**config.mk**
```make
export PLATFORM = sky130hd
export DESIGN_NAME = pc_redirect_unit
export DESIGN_NICKNAME = d
export VERILOG_FILES = /design/src/rtl/pc_redirect_unit.sv
export SDC_FILE = /design/constraint.sdc
export NUM_CORES = 1
export LEC_CHECK = 0
export BUFFER_PORTS_ARGS = -buffer_cell sky130_fd_sc_hd__clkbuf_2
export CAP_MARGIN = 20
export CORE_UTILIZATION = 40
export CTS_CLUSTER_SIZE = 16
export DETAILED_ROUTE_END_ITERATION = 10
export PLACE_DENSITY = 0.68
export SKIP_LAST_GASP = 1
export SLEW_MARGIN = 20
export SYNTH_ARGS = -nofsm -noshare
export SYNTH_HDL_FRONTEND = slang
export SYNTH_SLANG_ARGS = --single-unit
```
**constraint.sdc**
```tcl
create_clock -name CLK -period 2.1 [get_ports CLK]
set_input_delay 0.105 -clock CLK [delete_from_list [all_inputs] [get_ports CLK]]
set_output_delay 0.105 -clock CLK [all_outputs]
set_load 0.1 [all_outputs]
```
**src/rtl/pc_redirect_unit.sv**
```systemverilog
// pc_redirect_unit: owns the fetch PC, picks the next one from EXE/ID/IF/sequential
// sources, tracks IF/ID/EXE slot validity and keeps branch statistics.
module pc_redirect_unit #(
    parameter int PC_W = 10,
    parameter logic [PC_W-1:0] RESET_PC = '0,
    parameter int CNT_W = 16
) (
    input  logic             CLK,
    input  logic             nrst,
    input  logic             en,
    input  logic             if_prediction,
    input  logic [PC_W-1:0]  if_PBT,
    input  logic             id_is_jump,
    input  logic             id_jump_in_bht,
    input  logic [PC_W-1:0]  id_branchtarget,
    input  logic             exe_is_branch,
    input  logic [1:0]       exe_correction,
    input  logic [PC_W-1:0]  exe_PBT,
    input  logic [PC_W-1:0]  exe_CNI,
    output logic [PC_W-1:0]  if_PC,
    output logic [PC_W-1:0]  id_PC,
    output logic [PC_W-1:0]  exe_PC,
    output logic             id_valid,
    output logic             exe_valid,
    output logic             flush_if,
    output logic             flush_id,
    output logic [1:0]       redirect_src,
    output logic [CNT_W-1:0] branch_cnt,
    output logic [CNT_W-1:0] mispredict_cnt,
    output logic [CNT_W-1:0] jump_redir_cnt
);
    typedef enum logic [1:0] {BOOT, RUN, REFILL} state_t;

    state_t          state, state_nx;
    logic [1:0]      refill_cnt, refill_nx;
    logic            if_valid;
    logic            exe_fix, id_fix, if_take;
    logic [PC_W-1:0] next_pc;

    assign exe_fix = exe_valid & exe_is_branch & exe_correction[1];
    assign id_fix  = id_valid & id_is_jump & ~id_jump_in_bht & ~exe_fix;
    assign if_take = if_valid & if_prediction & ~exe_fix & ~id_fix;

    always_ff @(posedge CLK) begin
        if (!nrst) begin
            state      <= BOOT;
            refill_cnt <= 2'd0;
        end else if (en) begin
            state      <= state_nx;
            refill_cnt <= refill_nx;
        end
    end

    always_comb begin
        state_nx  = state;
        refill_nx = refill_cnt;
        if (exe_fix) begin
            state_nx  = REFILL;
            refill_nx = 2'd2;
        end else begin
            case (state)
                BOOT:    state_nx = RUN;
                REFILL: begin
                    refill_nx = refill_cnt - 2'd1;
                    state_nx  = (refill_cnt == 2'd1) ? RUN : REFILL;
                end
                default: state_nx = state;
            endcase
        end
    end

    always_comb if_valid = (state != BOOT);

    // The boot bubble holds the PC so the instruction at RESET_PC is fetched validly next cycle
    always_comb begin
        next_pc = exe_fix ? (exe_correction[0] ? exe_PBT : exe_CNI)
                : id_fix  ? id_branchtarget
                : if_take ? if_PBT
                : if_valid ? if_PC + PC_W'(1) : if_PC;
        redirect_src = exe_fix ? 2'b11 : id_fix ? 2'b10 : if_take ? 2'b01 : 2'b00;
        flush_if = en & (exe_fix | id_fix);
        flush_id = en & exe_fix;
    end

    always_ff @(posedge CLK) begin
        if (!nrst) begin
            if_PC          <= RESET_PC;
            id_PC          <= '0;
            exe_PC         <= '0;
            id_valid       <= 1'b0;
            exe_valid      <= 1'b0;
            branch_cnt     <= '0;
            mispredict_cnt <= '0;
            jump_redir_cnt <= '0;
        end else if (en) begin
            if_PC          <= next_pc;
            id_PC          <= if_PC;
            exe_PC         <= id_PC;
            id_valid       <= if_valid & ~(exe_fix | id_fix);
            exe_valid      <= id_valid & ~exe_fix;
            branch_cnt     <= branch_cnt + CNT_W'(exe_valid & exe_is_branch & ~&branch_cnt);
            mispredict_cnt <= mispredict_cnt + CNT_W'(exe_fix & ~&mispredict_cnt);
            jump_redir_cnt <= jump_redir_cnt + CNT_W'(id_fix & ~&jump_redir_cnt);
        end
    end
endmodule
```
==> impl_results.md, run 1 <==
- Status: complete, no violations
- Diode count: 0
- Relative slew slack: 61.5%
- GP Congestion: 0.862
- Post-Synthesis Cells: 489
- Vias: 4118
- CP top delay family: simple AND/OR/NAND/NOR gates
- Maxcap violations: 0
- Layout cells sized above 1: 40.9%
- Max stage delay cell, worst path: or4_4
- Post-Synth Simple-Gate Area: 24.2%
- Non-Filler Instances: 764
- Register area share after synthesis: 39.7%
- PwrDens: 548 nW/um^2
- Final Hold Vio Count: 0
- Max Buffers Root-to-Sink: 2
- CTS Hold Bufs: 0
- Dominant cells by area after synthesis: dfxtp_1 (40%), mux2i_1 (8.5%), nor2_1 (5.9%), xnor2_1 (3.7%), xor2_1 (3.5%)
- Largest net degree at the start of global routing: 64
- Die Wd: 105 um
- Global-route wire length before repair: 18600 um
- Static leakage: 2.28 nW
- Synth-to-layout area growth: 32.5%
- Vias per cell: 5.39
- Critical path class: flip-flop to flip-flop
- Syn_nets: 547
- CP bufs+invs: 0
- Synth async-reset ratio: 0%
- Comb power frac: 12.3%
- Vias in the first global route: 3835
- Post-synth top area share: 39.7%
- Max Slew Vio Count: 0
- Yosys Warn Count: 0
- Worst-Margin Slew: 0.580 ns
- Clock Tree Root: clkbuf_8
- Remaining DRCs: 0
- Synthesized flop and latch total: 84
- Die area: 11000 um^2
- Synth area leader: dfxtp_1
- Clock Latency Late Sink: 0.36 ns
- Fill count: 986
- Total wire length: 11400 um
- Post-synthesis xor/xnor area fraction: 7.24%
- Unrepaired setup endpoints after global routing: yes
- IO Port Bufs: 132
- Final ANT Viol Nets: 0
- Post-DP HPWL: 8270 um
- Number of synthesized flops with an enable pin: 0
- VDD IR max: 441 uV
- Clock sinks: 84
- Chip height: 105 um
- Net switching power figure: 0.000889 W
- Ys flop type: dfxtp_1
- Clock skew: 0.00935 ns
- Final Cycle Share: 99.3%
- Total grt overflow: 0
- Core area: 10300 um^2
- Critical Path RT: 2.39 ns
- Post-synthesis cell type count: 54
- Core Util, Final: 54.6%
- Syn avg cell area: 8.66 um^2
- H-tree depth: 3
- Mapped Area: 4240 um^2
- Post-synthesis mux area share: 9.04%
- P_int: 0.00218 W
- First-pass detailed-route iteration total: 4
- CP Launch Type: flip-flop
- CTS tree: built
- TritonCTS Buffers: 9
- Arrival time worst endpoint: 2.37 ns
- Initial DRC Count: 156
- Total track usage: 20.9%
- Largest family of logic cells by synthesized area: simple AND/OR/NAND/NOR gates
- Largest fanout on the critical path: 6
- Critical Path Sink Type: flip-flop
- Crit path largest cell delay: 0.51 ns
- Top Ports: 133
- Placed insts: 743
- Nets: 681
- Clock slew at reported path FFs: 0.09 ns
- Seq pwr share: 52.1%
- Clock power frac: 35.6%
- Initial antenna violation count: 0
- Switching share of power: 28.9%
- Tmin final: 2.08 ns
- Fmax: 480 MHz
- Average wire per cell in the routed design: 14.9 um
- Synthesized-area fraction occupied by ao, oa, aoi and oai cells: 13.0%
- Critical path cell sequence: and3_4 > nand3_2 > nor4_2 > nor2_1 > ha_2 > nand2_2 > or4_4 > or3_1 > a21oi_1
- Worst Hold Class: input port to flip-flop
- Initial core utilization: 41.2%
- Adder-cell share of the synthesized area: 2.66%
- Final setup fails: 0
- Num rows: 37
[metrics by stage]
stage / setup WS, ns / power, W / cell area [um^2] / setup TNS (ns) / hold slack (ns)
finish: 0.0156 / 0.00307 / 5610 / 0 / 0.0773
global route: -0.0839 / 0.00321 / 5610 / -0.268 / 0.0604
CTS: 0.0303 / 0.00312 / 5510 / 0 / 0.0622
detailed placement: 0.0552 / 0.00202 / 5330 / 0 / 0.449
global placement: 0.105 / 0.00201 / 5330 / 0 / 0.431
floorplan: -0.0176 / 0.00190 / 4480 / -0.0501 / 0.329
[cells in the mapped netlist (all sizes together), types with 8 or more instances]
master,count
buf,13
nor2,67
ha,9
nor3,13
a21oi,16
nand4,17
xnor2,18
mux2i,36
a31oi,9
xor2,17
nor4,14
clkbuf,13
o21ai,22
dfxtp,84
nand2,27
inv,16
nand3,25
nand2b,8
[placed cells by master (no fill, tap or decap), drive strengths merged, types with 9 or more instances in the layout]
cell	netlist	layout
xor2	17	17
o21ai	22	22
a31oi	9	9
nand2	27	27
inv	16	17
nand4	17	17
nor3	13	13
nand3	25	25
nor2	67	67
clkbuf	13	141
ha	9	9
nor4	14	14
dfxtp	84	84
a21oi	16	16
xnor2	18	18
mux2i	36	36
buf	13	19
[path summary, 6_finish.rpt]
| path | startpoint | to | slack, ns | cells after the start |
|---|---|---|---|---|
| setup / recovery | branch_cnt[3]$_SDFFE_PN0P_ | branch_cnt[15]$_SDFFE_PN0P_ | 0.02 | 9 |
| hold / removal | id_branchtarget[4] | if_PC[4]$_SDFFE_PN0P_ | 0.08 | 3 |
| hold reg to reg | refill_cnt[0]$_SDFFE_PN0P_ | refill_cnt[0]$_SDFFE_PN0P_ | 0.48 | 2 |
| setup reg to reg | branch_cnt[3]$_SDFFE_PN0P_ | branch_cnt[15]$_SDFFE_PN0P_ | 0.02 | 9 |
[power by group through the flow]
stage,Sequential [W],Clock [W],Combinational (W)
floorplan,0.00174,0,0.000166
global placement,0.00164,0,0.000375
detailed placement,0.00164,0,0.000379
CTS,0.00160,0.00114,0.000380
global route,0.00160,0.00120,0.000403
finish,0.00160,0.00109,0.000378
[layer usage]
metal | wire, um | up-vias | part of all wire (%) | GRT usage (%)
li1 | - | 2033 | - | -
met1 | 5170 | 1960 | 45 | 27.7
met2 | 5320 | 105 | 47 | 32.4
met3 | 653 | 20 | 5.7 | 5.36
met5 | 0 | - | 0 | 0
met4 | 256 | 0 | 2.2 | 8.45
[repair_timing]
item	CTS	global route
resized for setup	0	12
setup endpoints to repair	0	16
buffers inserted	0	5
[cells by family after synthesis]
family / after synthesis
fa+ha+maj: 9
xor+xnor: 35
compound gates: 80
flops: 84
mux: 38
simple gates: 201
buf+inv: 42
[flip-flops by register name, summed over array words and instances, names as in the netlist]
signal and count:
if_PC 10, exe_valid 1, refill_cnt 2, mispredict_cnt 16, id_PC 10, id_valid 1
branch_cnt 16, jump_redir_cnt 16, state 2, exe_PC 10
[worst min-delay path, delay by kind of cell]
family,cells,cell delay (ns)
buf+inv,1,0.08
compound gates,2,0.22
[cell type report]
type | instances | area [um^2] | area share (%)
Tap cell | 136 | 170 | 3.03
Clock inverter | 5 | 33.8 | 0.602
Clock buffer | 11 | 151 | 2.70
Multi-Input combinational cell | 363 | 2520 | 44.9
Inverter | 16 | 63.8 | 1.14
Sequential cell | 84 | 1830 | 32.6
Timing Repair Buffer | 149 | 843 | 15.0
Note: power is estimated with default switching activity, not from simulation.
==> run 2: changes to the inputs <==
--- a/config.mk
+++ b/config.mk
@@ -10,7 +10,7 @@
 export CORE_UTILIZATION = 40
 export CTS_CLUSTER_SIZE = 16
 export DETAILED_ROUTE_END_ITERATION = 10
-export PLACE_DENSITY = 0.68
+export PLACE_DENSITY = 0.76
 export SKIP_LAST_GASP = 1
 export SLEW_MARGIN = 20
 export SYNTH_ARGS = -nofsm -noshare
==> impl_results.md, run 2 (synthesized netlist as in run 1, its figures left out) <==
- Placed insts: 746 (+0.40%)
- Max Buffers Root-to-Sink: 2 (unchanged)
- Layout cells sized above 1: 42.0% (+1.1 points)
- Tmin final: 2.08 ns (-0.00236 ns)
- Vias in the first global route: 3890 (+1.4%)
- Non-Filler Instances: 769 (+0.65%)
- Arrival time worst endpoint: 2.35 ns (-0.02 ns)
- Fin worst setup slack: 0.0180 ns (+0.00236 ns)
- Clock sinks: 84 (unchanged)
- CP bufs+invs: 0 (unchanged)
- Vias: 4151 (+0.80%)
- CP top delay family: simple AND/OR/NAND/NOR gates
- Clock Tree Root: clkbuf_8
- Max stage delay cell, worst path: or4_4
- VDD IR max: 521 uV (+18%)
- Crit path largest cell delay: 0.45 ns (-0.06 ns)
- Remaining DRCs: 0 (unchanged)
- Total grt overflow: 0 (unchanged)
- Top Ports: 133 (unchanged)
- First-pass detailed-route iteration total: 5 (+1)
- CTS tree: built
- Critical path cell sequence: and3_4 > nand3_2 > nor4_2 > nor2_1 > ha_2 > nand2_2 > or4_4 > or3_1 > a21oi_2
- Synth-to-layout area growth: 34.6%
- Total track usage: 21.2% (+0.30 points)
- Initial antenna violation count: 0 (unchanged)
- Worst-Margin Slew: 0.571 ns (-0.00858 ns)
- Final setup fails: 0 (unchanged)
- Static leakage: 2.30 nW (+0.91%)
- Worst Hold Path EP: if_PC[4]$_SDFFE_PN0P_
- GP Congestion: 0.876 (+1.6%)
- Initial core utilization: 41.2% (unchanged)
- Final Hold Vio Count: 0 (unchanged)
- Clock Latency Late Sink: 0.34 ns (-0.02 ns)
- Total wire length: 11800 um (+3.2%)
- Post-DP HPWL: 8480 um (+2.6%)
- Hold Crit Start: id_branchtarget[4]
- Relative slew slack: 62.1% (+0.57 points)
- Final Power: 0.00316 W (+2.9%)
- TritonCTS Buffers: 9 (unchanged)
- Initial DRC Count: 237 (+52%)
- Diode count: 0 (unchanged)
- Num rows: 37 (unchanged)
- Final ANT Viol Nets: 0 (unchanged)
- Critical path class: flip-flop to flip-flop
- Die area: 11000 um^2 (unchanged)
- IO Port Bufs: 132 (unchanged)
- Worst reg2reg path endpoint: branch_cnt[11]$_SDFFE_PN0P_
- Status: complete, no violations
- Hold path cells: 3 (unchanged)
- Final Cycle Share: 99.1% (-0.11 points)
- Total negative setup slack: 0 ns (unchanged)
- PwrDens: 555 nW/um^2 (+1.3%)
- Place WS: 0.0210 ns (-0.0342 ns)
- CP Launch Type: flip-flop
- Maxcap violations: 0 (unchanged)
- FF-to-FF Start: branch_cnt[3]$_SDFFE_PN0P_
- Unrepaired setup endpoints after global routing: yes
- Worst Hold Class: input port to flip-flop
- Critical Path RT: 2.36 ns (-0.03 ns)
- Vias per cell: 5.40 (+0.15%)
- Max Slew Vio Count: 0 (unchanged)
- Most frequent cells in the layout: clkbuf_2 (130), nor2_1 (67), mux2i_1 (36), dfxtp_4 (33), dfxtp_1 (31)
- Largest net degree at the start of global routing: 30 (-53%)
- Average wire per cell in the routed design: 15.3 um (+2.6%)
- Core area: 10300 um^2 (unchanged)
- R2r worst-path depth: 9 (unchanged)
- Reg-to-reg slack, setup: 0.02 ns (about the same)
- CTS Hold Bufs: 0 (unchanged)
- Commonest non-fill, non-tap cell in the layout: clkbuf_2
- Fmax: 480 MHz (+0.11%)
- Biggest regs: branch_cnt x16, jump_redir_cnt x16, mispredict_cnt x16
- Global-route wire length before repair: 18900 um (+2.1%)
- H-tree depth: 3 (unchanged)
- Fill count: 969 (-1.7%)
- Critical Path Sink Type: flip-flop
- Die Wd: 105 um (unchanged)
- Largest fanout on the critical path: 6 (unchanged)
- Clock skew: 0.0118 ns (+0.00241 ns)
- Clock slew at reported path FFs: 0.09 ns (about the same)
- Chip height: 105 um (unchanged)
- Nets: 686 (+0.73%)
## run 2: power by group
| part | leakage (nW) | switching, W | internal [W] |
|---|---|---|---|
| logic | 1.48 | 0.000264 | 0.000119 |
| clock network | 0.101 | 0.000594 | 0.000583 |
| registers | 0.715 | 0.0000349 | 0.00157 |
| total | 2.30 | 0.000893 | 0.00227 |
## run 2: routing by layer
metal | global-route usage, % | part of all wire, % | up-vias | wire (um)
li1 | - | - | 2041 | -
met1 | 28.1 | 45 | 1972 | 5240
met2 | 34.5 | 48 | 122 | 5700
met3 | 4.43 | 5.6 | 16 | 655
met4 | 6.64 | 1.5 | 0 | 172
met5 | 0 | 0 | - | 0
## run 2: timing repair
action                                  4_1_cts  5_1_grt
buffers inserted                              0        7
pin swaps                                     0       11
gates resized for setup                       1       19
endpoints found under the setup margin        1       22
## run 2: tightest hold or removal path, cell delays in order
cell      delay, ns
clkbuf_2       0.08
a31oi_1        0.07
a31oi_1        0.14
## run 2: cell type report
type / instances / area (um^2) / area share, %
Timing Repair Buffer: 154 / 868 / 15.2
Sequential cell: 84 / 1830 / 32.1
Clock inverter: 3 / 25.0 / 0.439
Tap cell: 136 / 170 / 2.99
Inverter: 16 / 63.8 / 1.12
Multi-Input combinational cell: 363 / 2560 / 44.9
Clock buffer: 13 / 181 / 3.18
## run 2: through the flow
stage          utilization, %  area, um^2  hold WS, ns
2_1_floorplan               -        4480        0.329
3_3_place_gp             51.9        5340        0.433
3_5_place_dp             51.9        5340        0.442
4_1_cts                  54.0        5550       0.0650
5_1_grt                  55.5        5700       0.0695
6_report                 55.5        5700       0.0824
## run 2: worst max-delay path by stage
stage               slack (ns)                              end                       startpoint  depth (start not counted)
global route              -0.1      branch_cnt[11]$_SDFFE_PN0P_       branch_cnt[3]$_SDFFE_PN0P_                          9
floorplan                -0.02  jump_redir_cnt[12]$_SDFFE_PN0P_  jump_redir_cnt[10]$_SDFFE_PN0P_                         10
detailed placement        0.02  jump_redir_cnt[12]$_SDFFE_PN0P_  jump_redir_cnt[10]$_SDFFE_PN0P_                         10
finish                    0.02      branch_cnt[11]$_SDFFE_PN0P_       branch_cnt[3]$_SDFFE_PN0P_                          9
CTS                       0.04      branch_cnt[11]$_SDFFE_PN0P_       branch_cnt[3]$_SDFFE_PN0P_                          9
global placement          0.10      branch_cnt[15]$_SDFFE_PN0P_       branch_cnt[3]$_SDFFE_PN0P_                          9
